<file path="src/rtl/anton_neopixel_stream_sequencer_pkg.sv">
// Shared types and defaults for the NeoPixel stream sequencer.
// Latency: n/a (declarations only).
// Backpressure: n/a.
package anton_neopixel_stream_sequencer_pkg;

  localparam int BUFFER_END_DEFAULT  = 255;
  // 320 cycles at 6.4 MHz is 50 us of line-low latch time.
  localparam int RESET_DELAY_DEFAULT = 320;
  localparam int SUBBITS_DEFAULT     = 8;
  localparam int LIMIT_W             = 13;

  typedef enum logic [1:0] {
    ST_IDLE     = 2'd0,
    ST_TRANSMIT = 2'd1,
    ST_RESET    = 2'd2
  } state_e;

  // Index of the last data bit of a pixel: 24-bit RGB or 32-bit RGBW.
  function automatic logic [4:0] pixel_bit_last(input logic rgbw);
    return rgbw ? 5'd31 : 5'd23;
  endfunction

endpackage

</file>
<file path="src/rtl/anton_neopixel_reset_timer.sv">
// Counts the line-low latch period between frames; syncOf marks its last cycle.
// Latency: syncOf is combinational from the count and enable.
// Backpressure: the count holds whenever enable is low (stream paused).
// Ports: clk6_4mhz/reset (sync, active-high), clear (zero the count),
//        enable (advance one step), syncOf (last enabled latch cycle).
module anton_neopixel_reset_timer
  import anton_neopixel_stream_sequencer_pkg::*;
#(
  parameter int RESET_DELAY = RESET_DELAY_DEFAULT
) (
  input  logic clk6_4mhz,
  input  logic reset,
  input  logic clear,
  input  logic enable,
  output logic syncOf
);

  localparam int RESET_BITS = $clog2(RESET_DELAY + 1);
  localparam logic [RESET_BITS-1:0] COUNT_LAST = RESET_BITS'(RESET_DELAY - 1);

  logic [RESET_BITS-1:0] r_reset_count;

  assign syncOf = enable && (r_reset_count == COUNT_LAST);

  always_ff @(posedge clk6_4mhz) begin
    if (reset || clear) begin
      r_reset_count <= '0;
    end else if (enable) begin
      r_reset_count <= syncOf ? '0 : r_reset_count + 1'b1;
    end
  end

endmodule

</file>
<file path="src/rtl/anton_neopixel_stream_sequencer.sv">
// Sequences sub-bit, pixel-bit and pixel-byte counters for the NeoPixel stream.
// Latency: IDLE->TRANSMIT one cycle after run; streamDone/initSlowDone registered.
// Backpressure: Run low or Init high freezes every counter in place (pause).
// Ports: clk6_4mhz/reset (sync, active-high); regCtrl* mode controls; regMax
//        software limit; initSlow clear request; counters, state and stream flags out.
module anton_neopixel_stream_sequencer
  import anton_neopixel_stream_sequencer_pkg::*;
#(
  parameter  int BUFFER_END   = BUFFER_END_DEFAULT,
  parameter  int RESET_DELAY  = RESET_DELAY_DEFAULT,
  parameter  int SUBBITS      = SUBBITS_DEFAULT,
  localparam int BUFFER_BITS  = $clog2(BUFFER_END + 1),
  localparam int PATTERN_BITS = $clog2(SUBBITS)
) (
  input  logic                    clk6_4mhz,
  input  logic                    reset,
  input  logic                    regCtrlInit,
  input  logic                    regCtrlRun,
  input  logic                    regCtrlLoop,
  input  logic                    regCtrlLimit,
  input  logic                    regCtrl32bit,
  input  logic                    regCtrlRgbw,
  input  logic [LIMIT_W-1:0]      regMax,
  input  logic                    initSlow,
  output logic                    initSlowDone,
  output logic [PATTERN_BITS-1:0] bitPatternIndex,
  output logic [4:0]              pixelBitIndex,
  output logic [BUFFER_BITS-1:0]  pixelIndex,
  output logic [BUFFER_BITS-1:0]  pixelIndexMax,
  output logic [1:0]              state,
  output logic                    streamOutput,
  output logic                    streamReset,
  output logic                    streamBitOf,
  output logic                    streamPixelOf,
  output logic                    streamSyncOf,
  output logic                    streamDone
);

  // The step of 4 must fit even for tiny buffers, so the sum is at least 3 bits.
  localparam int SUM_BITS = (BUFFER_BITS + 1 < 3) ? 3 : BUFFER_BITS + 1;
  localparam logic [PATTERN_BITS-1:0] PATTERN_LAST = PATTERN_BITS'(SUBBITS - 1);
  localparam logic [LIMIT_W-1:0]      END_WIDE     = LIMIT_W'(BUFFER_END);
  localparam logic [BUFFER_BITS-1:0]  END_NARROW   = BUFFER_BITS'(BUFFER_END);

  state_e                  r_state;
  state_e                  w_state_nxt;
  logic                    r_armed;
  logic                    r_rgbw;
  logic                    r_done;
  logic                    r_init_done;
  logic [PATTERN_BITS-1:0] r_pattern;
  logic [4:0]              r_pixel_bit;
  logic [BUFFER_BITS-1:0]  r_pixel_index;

  logic                    w_active;
  logic                    w_start;
  logic                    w_stream_output;
  logic                    w_stream_reset;
  logic                    w_pattern_of;
  logic                    w_bit_of;
  logic                    w_pixel_of;
  logic                    w_sync_of;
  logic                    w_last;
  logic [2:0]              w_step;
  logic [BUFFER_BITS-1:0]  w_index_max;
  logic [SUM_BITS-1:0]     w_index_next;

  assign w_active = regCtrlRun && !regCtrlInit;
  assign w_start  = (r_state == ST_IDLE) && w_active && r_armed;
  assign w_step   = regCtrl32bit ? 3'd4 : 3'd1;

  // Clamp at full 13-bit width so a large regMax is never truncated into range.
  assign w_index_max  = (regCtrlLimit && (regMax <= END_WIDE)) ? regMax[BUFFER_BITS-1:0]
                                                               : END_NARROW;
  assign w_index_next = SUM_BITS'(r_pixel_index) + SUM_BITS'(w_step);
  assign w_last       = w_index_next > SUM_BITS'(w_index_max);

  anton_neopixel_reset_timer #(
    .RESET_DELAY(RESET_DELAY)
  ) u_reset_timer (
    .clk6_4mhz(clk6_4mhz),
    .reset    (reset),
    .clear    (initSlow || w_pixel_of),
    .enable   (w_stream_reset),
    .syncOf   (w_sync_of)
  );

  // State register.
  always_ff @(posedge clk6_4mhz) begin
    if (reset || initSlow) begin
      r_state <= ST_IDLE;
    end else begin
      r_state <= w_state_nxt;
    end
  end

  // Next-state logic.
  always_comb begin
    w_state_nxt = r_state;
    unique case (r_state)
      ST_IDLE:     if (w_start)    w_state_nxt = ST_TRANSMIT;
      ST_TRANSMIT: if (w_pixel_of) w_state_nxt = ST_RESET;
      ST_RESET:    if (w_sync_of)  w_state_nxt = regCtrlLoop ? ST_TRANSMIT : ST_IDLE;
      default:                     w_state_nxt = ST_IDLE;
    endcase
  end

  // Stream outputs and counter wrap flags.
  always_comb begin
    w_stream_output = w_active && (r_state == ST_TRANSMIT);
    w_stream_reset  = w_active && (r_state == ST_RESET);
    w_pattern_of    = w_stream_output && (r_pattern == PATTERN_LAST);
    w_bit_of        = w_pattern_of && (r_pixel_bit == pixel_bit_last(r_rgbw));
    w_pixel_of      = w_bit_of && w_last;
  end

  always_ff @(posedge clk6_4mhz) begin
    if (reset) begin
      r_init_done <= 1'b0;
    end else begin
      r_init_done <= initSlow;
    end
  end

  always_ff @(posedge clk6_4mhz) begin
    if (reset || initSlow) begin
      r_pattern     <= '0;
      r_pixel_bit   <= '0;
      r_pixel_index <= '0;
      r_armed       <= 1'b1;
      r_rgbw        <= 1'b0;
      r_done        <= 1'b0;
    end else begin
      r_done <= w_sync_of && !regCtrlLoop;

      // A finished one-shot frame disarms; only Run going low re-arms it.
      if (!regCtrlRun) begin
        r_armed <= 1'b1;
      end else if (w_sync_of && !regCtrlLoop) begin
        r_armed <= 1'b0;
      end

      // Pixel width is sampled only when a frame begins.
      if (w_start || (w_sync_of && regCtrlLoop)) begin
        r_rgbw <= regCtrlRgbw;
      end

      if (w_start) begin
        r_pattern     <= '0;
        r_pixel_bit   <= '0;
        r_pixel_index <= '0;
      end else if (w_stream_output) begin
        r_pattern <= w_pattern_of ? '0 : r_pattern + 1'b1;
        if (w_pattern_of) begin
          r_pixel_bit <= w_bit_of ? 5'd0 : r_pixel_bit + 5'd1;
        end
        if (w_bit_of) begin
          r_pixel_index <= w_last ? '0 : w_index_next[BUFFER_BITS-1:0];
        end
      end
    end
  end

  assign initSlowDone    = r_init_done;
  assign bitPatternIndex = r_pattern;
  assign pixelBitIndex   = r_pixel_bit;
  assign pixelIndex      = r_pixel_index;
  assign pixelIndexMax   = w_index_max;
  assign state           = r_state;
  assign streamOutput    = w_stream_output;
  assign streamReset     = w_stream_reset;
  assign streamBitOf     = w_bit_of;
  assign streamPixelOf   = w_pixel_of;
  assign streamSyncOf    = w_sync_of;
  assign streamDone      = r_done;

endmodule

</file>
<file path="config.mk">
export PLATFORM = sky130hd
export DESIGN_NAME = anton_neopixel_stream_sequencer
export DESIGN_NICKNAME = d
export VERILOG_FILES = /design/src/rtl/anton_neopixel_stream_sequencer_pkg.sv /design/src/rtl/anton_neopixel_reset_timer.sv /design/src/rtl/anton_neopixel_stream_sequencer.sv
export SDC_FILE = /design/constraint.sdc
export NUM_CORES = 1
export LEC_CHECK = 0
export CELL_PAD_IN_SITES_DETAIL_PLACEMENT = 1
export CELL_PAD_IN_SITES_GLOBAL_PLACEMENT = 1
export CORE_MARGIN = 2
export CORE_UTILIZATION = 45
export CTS_CLUSTER_SIZE = 20
export DETAILED_ROUTE_END_ITERATION = 12
export DONT_BUFFER_PORTS = 1
export PLACE_DENSITY = 0.82
export SYNTH_ARGS = -nofsm -noshare
export SYNTH_HDL_FRONTEND = slang
export SYNTH_SLANG_ARGS = --single-unit
</file>
<file path="constraint.sdc">
create_clock -name clk6_4mhz -period 4.1 [get_ports clk6_4mhz]
set_input_delay 0.82 -clock clk6_4mhz [delete_from_list [all_inputs] [get_ports clk6_4mhz]]
set_output_delay 0.82 -clock clk6_4mhz [all_outputs]
set_load 0.005 [all_outputs]
</file>
# Yosys cells after proc, flatten, opt, wreduce, memory -nomap -nowiden
# Index checks and enable logic that the tools add are counted.
op_classes:
  n_addsub: 4
  mul: 0
  n_div: 0
  order_cmp: 2
  eq_ne: 8
  shifts: 0
  muxes: 12
  bitwise: 1
  reduce_logical: 24
op_table:
  columns: ["op", "count"]
  rows:
  - ["8-bit 2-to-1 mux", 2]
  - ["13-bit by 8-bit less-or-equal comparator with 1-bit output, second input constant", 1]
  - ["1-bit logical AND", 12]
  - ["8-bit by 3-bit adder with 9-bit output", 1]
  - ["9-bit by 1-bit adder with 9-bit output, second input constant", 1]
  - ["9-bit == test, second input constant", 1]
  - ["9-bit by 8-bit > comparator with 1-bit output", 1]
  - ["9-bit 2-to-1 mux", 1]
  - ["2-bit 2-to-1 mux", 3]
  - ["3-bit 2-to-1 mux", 2]
  - ["2-bit case mux with 3 select lines", 1]
  - ["5-bit by 1-bit adder with 5-bit output, second input constant", 1]
  - ["5-bit == test", 1]
  - ["5-bit 2-to-1 mux", 1]
  - ["1-bit logical OR", 4]
  - ["4-bit 2-to-1 mux", 1]
  - ["2-bit != test, second input constant", 2]
  - ["2-bit AND reduction", 2]
  - ["2-bit OR reduction", 2]
  - ["3-bit by 1-bit adder with 3-bit output, second input constant", 1]
  - ["3-bit == test, second input constant", 1]
  - ["3-bit AND reduction", 1]
  - ["2-bit by 1-bit == test with 1-bit output, second input constant", 1]
  - ["2-bit == test, second input constant", 1]
  - ["other kinds (5)", 6]
word_totals:
  register_bits: 31
  latch_bits: 0
  mem_bits_rw: 0
  romBits: 0
  input_bits: 22
  out_inout_bits: 33
  elab_cells: 60
  memories: 0

# Logic depth before layout (Yosys ltp)
depth:
  ltp_word: 8
  depth_mapped: 14
  depth_no_buf: 13

# Cells and area by module
# From an unflattened synthesis, not the netlist that was laid out.
hier_totals:
  hier_cells: 217
  hier_area_um2: 1869.3
by_module_without_submodules:
  columns: ["mod", "instances", "cells_per_inst", "area_per_inst_um2", "seq_area_each_um2"]
  rows:
  - ["anton_neopixel_stream_sequencer", 1, 166, 1412.6, 440.4]
  - ["anton_neopixel_reset_timer", 1, 51, 456.7, 180.2]

# Least setup slack after synthesis
# OpenSTA, ideal clock, no wires.
synth_path:
  kind: "input -> output"
  from: "in regCtrl32bit"
  to: "out streamPixelOf"
  arrival_time_ns: 3.045
  required_time_ns: 3.280
  slack_ns: 0.235
  cell_stages: 12
  path_buffers: 0
  path_cell_list: "inv_1 > ha_1 > ha_1 > a21o_1 > nand2_1 > and2_1 > or2_2 > ha_1 > a211oi_1 > o221ai_1 > nor3_2 > nor3_1"
synth_between:
  elab_chain_cells: 4
synth_rtl:
  columns: ["item", "line", "text"]
  rows:
  - ["start, declared", "anton_neopixel_stream_sequencer.sv:21", "input logic regCtrl32bit,"]
  - ["3-bit 2-to-1 mux", "anton_neopixel_stream_sequencer.sv:70", "assign w_step = regCtrl32bit ? 3'd4 : 3'd1;"]
  - ["8-bit by 3-bit adder with 9-bit output", "anton_neopixel_stream_sequencer.sv:75", "assign w_index_next = SUM_BITS'(r_pixel_index) + SUM_BITS'(w_step);"]
  - ["9-bit by 8-bit > comparator with 1-bit output", "anton_neopixel_stream_sequencer.sv:76", "assign w_last = w_index_next > SUM_BITS'(w_index_max);"]
  - ["1-bit logical AND", "anton_neopixel_stream_sequencer.sv:114", "w_pixel_of = w_bit_of && w_last;"]
  - ["end, declared", "anton_neopixel_stream_sequencer.sv:34", "output logic streamPixelOf,"]
# No other way between the ends.

# Worst setup path in the final report
# Ends and elaborated chain as after synthesis.

==> impl_metrics.py <==
metrics = {
    "global_routing": {
        "antenna_found_initial": 0,
        "grt_pass1_vias": 1635,
        "grt_pass1_wl_um": 7383,
        "grt_max_degree": 11,
        "grt-ovfl-total": 0,
        "grt_usage": 0.2192,
    },
    "critical_path": {
        "crit_path_end_kind": "output port",
        "crit_required_ps": 3280,
        "regToRegSetupSlack_ps": 850,
        "crit_slowest_cell": "ha_1",
        "r2r-start": "pixelIndex[0]",
        "critPathMostFrequentCell": "ha_1",
        "cpPeakStageDelay_ps": 330,
        "path_cells": "inv_1 -> ha_1 -> ha_1 -> a21o_1 -> nand2_1 -> and2_1 -> or2_2 -> ha_1 -> a211oi_1 -> o221ai_1 -> nor3_2 -> nor3_2",
        "cp.arrival_ps": 3080,
        "crit_family": "simple AND/OR/NAND/NOR gates",
        "start_kind": "input port",
        "path_max_fanout": 3,
        "r2r_end": "state[0]",
        "critical_path_buf_inv_count": 1,
        "path_class": "in2out",
        "r2r_cells": 13,
    },
    "synthesis": {
        "synth_top_area_cell": "dfxtp_1",
        "syn_area_per_cell_um2": 8.562,
        "synth-async-reset-ratio": 0,
        "yosys_warnings": 0,
        "synthDistinctLibCells": 39,
        "syn-cell-area_mm2": 0.001798,
        "syn_inst": 210,
        "synth_edf_count": 0,
        "yosysSeqAreaShare": 0.3452,
        "netlist.area_leader.share": 0.3452,
        "synth.most_common_cell": "dfxtp_1",
        "yosys-top-cells-count": "31 x dfxtp_1, 21 x nand2_1, 18 x nor2_1",
        "ys.flop_type": "dfxtp_1",
        "synthTopCellsByArea": "dfxtp_1 35%, ha_1 10%, nand2_1 4.4%, xor2_1 4.4%, nor2_1 3.8%",
        "syn_nets": 247,
        "synth_seq_cells": 31,
    },
    "timing": {
        "slew_viol_final": 0,
        "setup_viol": 0,
        "slew_headroom": 0.4865,
        "rsz0062_at_grt": "false",
        "skew_ps": 7.228,
        "fin_crit_sh": 0.9509,
        "fmax_mhz": 256.5,
        "hold_violations": 0,
        "tightest_slew_ps": 766.7,
        "finalCriticalPeriod_ps": 3899,
        "tns_ps": 0,
    },
    "power": {
        "p_seq_frac": 0.477,
        "ir_drop_mv": 0.2110,
        "leakagePower_nw": 0.8288,
        "p_switching_mw": 0.1315,
        "comb_power_share": 0.028,
        "power_density_mw_per_mm2": 319.5,
        "clock_power_share": 0.495,
        "p_sw_frac": 0.2067,
        "intPower_mw": 0.5049,
    },
    "cells_and_area": {
        "drive_above_1_share": 0.1198,
        "finalInstanceArea_mm2": 0.001992,
        "n_antenna_cell": 0,
        "syn_to_final_growth_pct": 10.79,
        "nNetsFinal": 253,
    },
    "placed_design": {
        "routabilityCongestion": 0.7764,
        "placed_area_mm2": 0.001858,
        "dp_hpwl_um": 3452,
        "portBuffers": 0,
    },
    "hold_path": {
        "hold_end": "u_reset_timer.r_reset_count[1]",
        "min_from": "u_reset_timer.r_reset_count[1]",
        "min_path_cells": 2,
        "holdCritPathClass": "reg2reg",
    },
    "routing": {
        "vias_per_cell": 5.875,
        "wl_um": 4487,
        "postRouteAntennaNets": 0,
        "num_vias": 1557,
        "drt_iter0_markers": 26,
        "routedWlPerCell_um": 16.93,
        "drt_first_pass_iters": 4,
        "drc_errors": 0,
    },
    "floorplan": {
        "die_width_um": 67.21,
        "die_area_mm2": 0.004517,
        "die_y_um": 67.21,
        "start_util": 0.4803,
        "io_pins": 55,
        "rows": 22,
        "core-area_mm2": 0.003744,
    },
    "cts": {
        "insertion_delay_ps": 290,
        "clockRootBuffer": "clkbuf_8",
        "cts_tree": "done",
        "cts.clk_slew.worst_paths_ps": 70,
        "cts_buffers": 5,
        "cts_setup_buffers": 0,
        "clkSinkCount": 31,
        "h-tree-depth": 2,
        "cts_buffer_depth": 2,
    },
    "status": {
        "status": "finished, final reports clean",
    },
    "job": {
        "drv_cap": 0,
    },
}
sequential cells by signal, summed over array words and instances, names as in the netlist:
name                         cells
streamDone                       1
bitPatternIndex                  3
pixelIndex                       8
r_rgbw                           1
state                            2
u_reset_timer.r_reset_count      9
initSlowDone                     1
r_armed                          1
pixelBitIndex                    5
cells in the final DEF (no fill, tap or decap), types with 5 or more instances in the layout:
| cell type | n |
|---|---|
| o21ai_0 | 6 |
| dfxtp_1 | 31 |
| and2_1 | 5 |
| clkbuf_8 | 6 |
| xor2_1 | 9 |
| or2_2 | 8 |
| nor2_1 | 17 |
| inv_1 | 12 |
| o221ai_1 | 5 |
| nand4_1 | 5 |
| nand3_1 | 6 |
| nand2_1 | 21 |
| nor3_1 | 11 |
| a21oi_1 | 7 |
| ha_1 | 15 |
| mux2i_1 | 5 |
per-layer routing:
metal	GRT usage	part of all wire	vias to the layer above	wire length, µm
li1	-	-	761	-
met1	0.2368	0.41	741	1842
met2	0.4134	0.52	50	2337
met3	0.05667	0.058	5	261
met4	0.06888	0.010	0	45
met5	0	0	-	0
power by group through the flow:
stage / Sequential [mW] / Clock, mW / Combinational [mW]
3_3_place_gp: 0.310 / 0 / 0.0166
2_1_floorplan: 0.310 / 0 / 0.0136
6_report: 0.304 / 0.315 / 0.0178
4_1_cts: 0.304 / 0.322 / 0.0179
5_1_grt: 0.304 / 0.333 / 0.0199
3_5_place_dp: 0.310 / 0 / 0.0178
worst max-delay path by stage:
stage,startpoint,end,slack (ps),cells past startpoint
3_5_place_dp,regCtrl32bit,streamPixelOf,110,9
5_1_grt,regCtrl32bit,streamPixelOf,30,12
3_3_place_gp,regCtrl32bit,streamPixelOf,260,9
6_report,regCtrl32bit,streamPixelOf,200,12
4_1_cts,regCtrl32bit,streamPixelOf,40,9
2_1_floorplan,regCtrl32bit,streamPixelOf,230,12
worst min-delay path, stage by stage, from the launching register on:
cell,delay (ps)
dfxtp_1,330
nand2_1,60
a21oi_1,50
per-stage QoR:
| stage | util | setup slack (ps) | hold slack, ps | power (mW) | cells |
|---|---|---|---|---|---|
| final | 0.5321 | 201.4 | 486.8 | 0.6364 | 265 |
| after CTS | 0.5277 | 35.48 | 493.7 | 0.6435 | 265 |
| after global placement | 0.4963 | 259.5 | 450.9 | 0.3271 | 257 |
| after floorplan | - | 234.5 | 444.3 | 0.3236 | 210 |
| after global routing | 0.5321 | 27.14 | 536.1 | 0.6566 | 265 |
| after detailed placement | 0.4963 | 113.8 | 483.9 | 0.3282 | 257 |
cells by family (layout without fill, tap and decap cells):
group	count (synthesis)	in the layout	share of synthesized area
xor+xnor	13	13	0.06333
simple gates	100	100	0.3041
flops	31	31	0.3452
mux	5	5	0.02784
buf+inv	16	23	0.03549
compound gates	30	30	0.1197
fa+ha+maj	15	15	0.1044
timing repair:
item | CTS | global route
gates resized for setup | 0 | 4
hold buffers | 0 | 0
endpoints found under the hold margin | 0 | 0
endpoints found under the setup margin | 0 | 1
final cells by class:
type / instances / area (µm²)
multi-input combinational: 163 / 1130
clock inverter: 2 / 35.03
timing repair buffer: 2 / 15.01
clock buffer: 6 / 82.58
fill: 453 / 1752
tap: 48 / 60.06
inverter: 13 / 48.80
sequential: 31 / 620.6
Power figures use the tool's default switching activity.
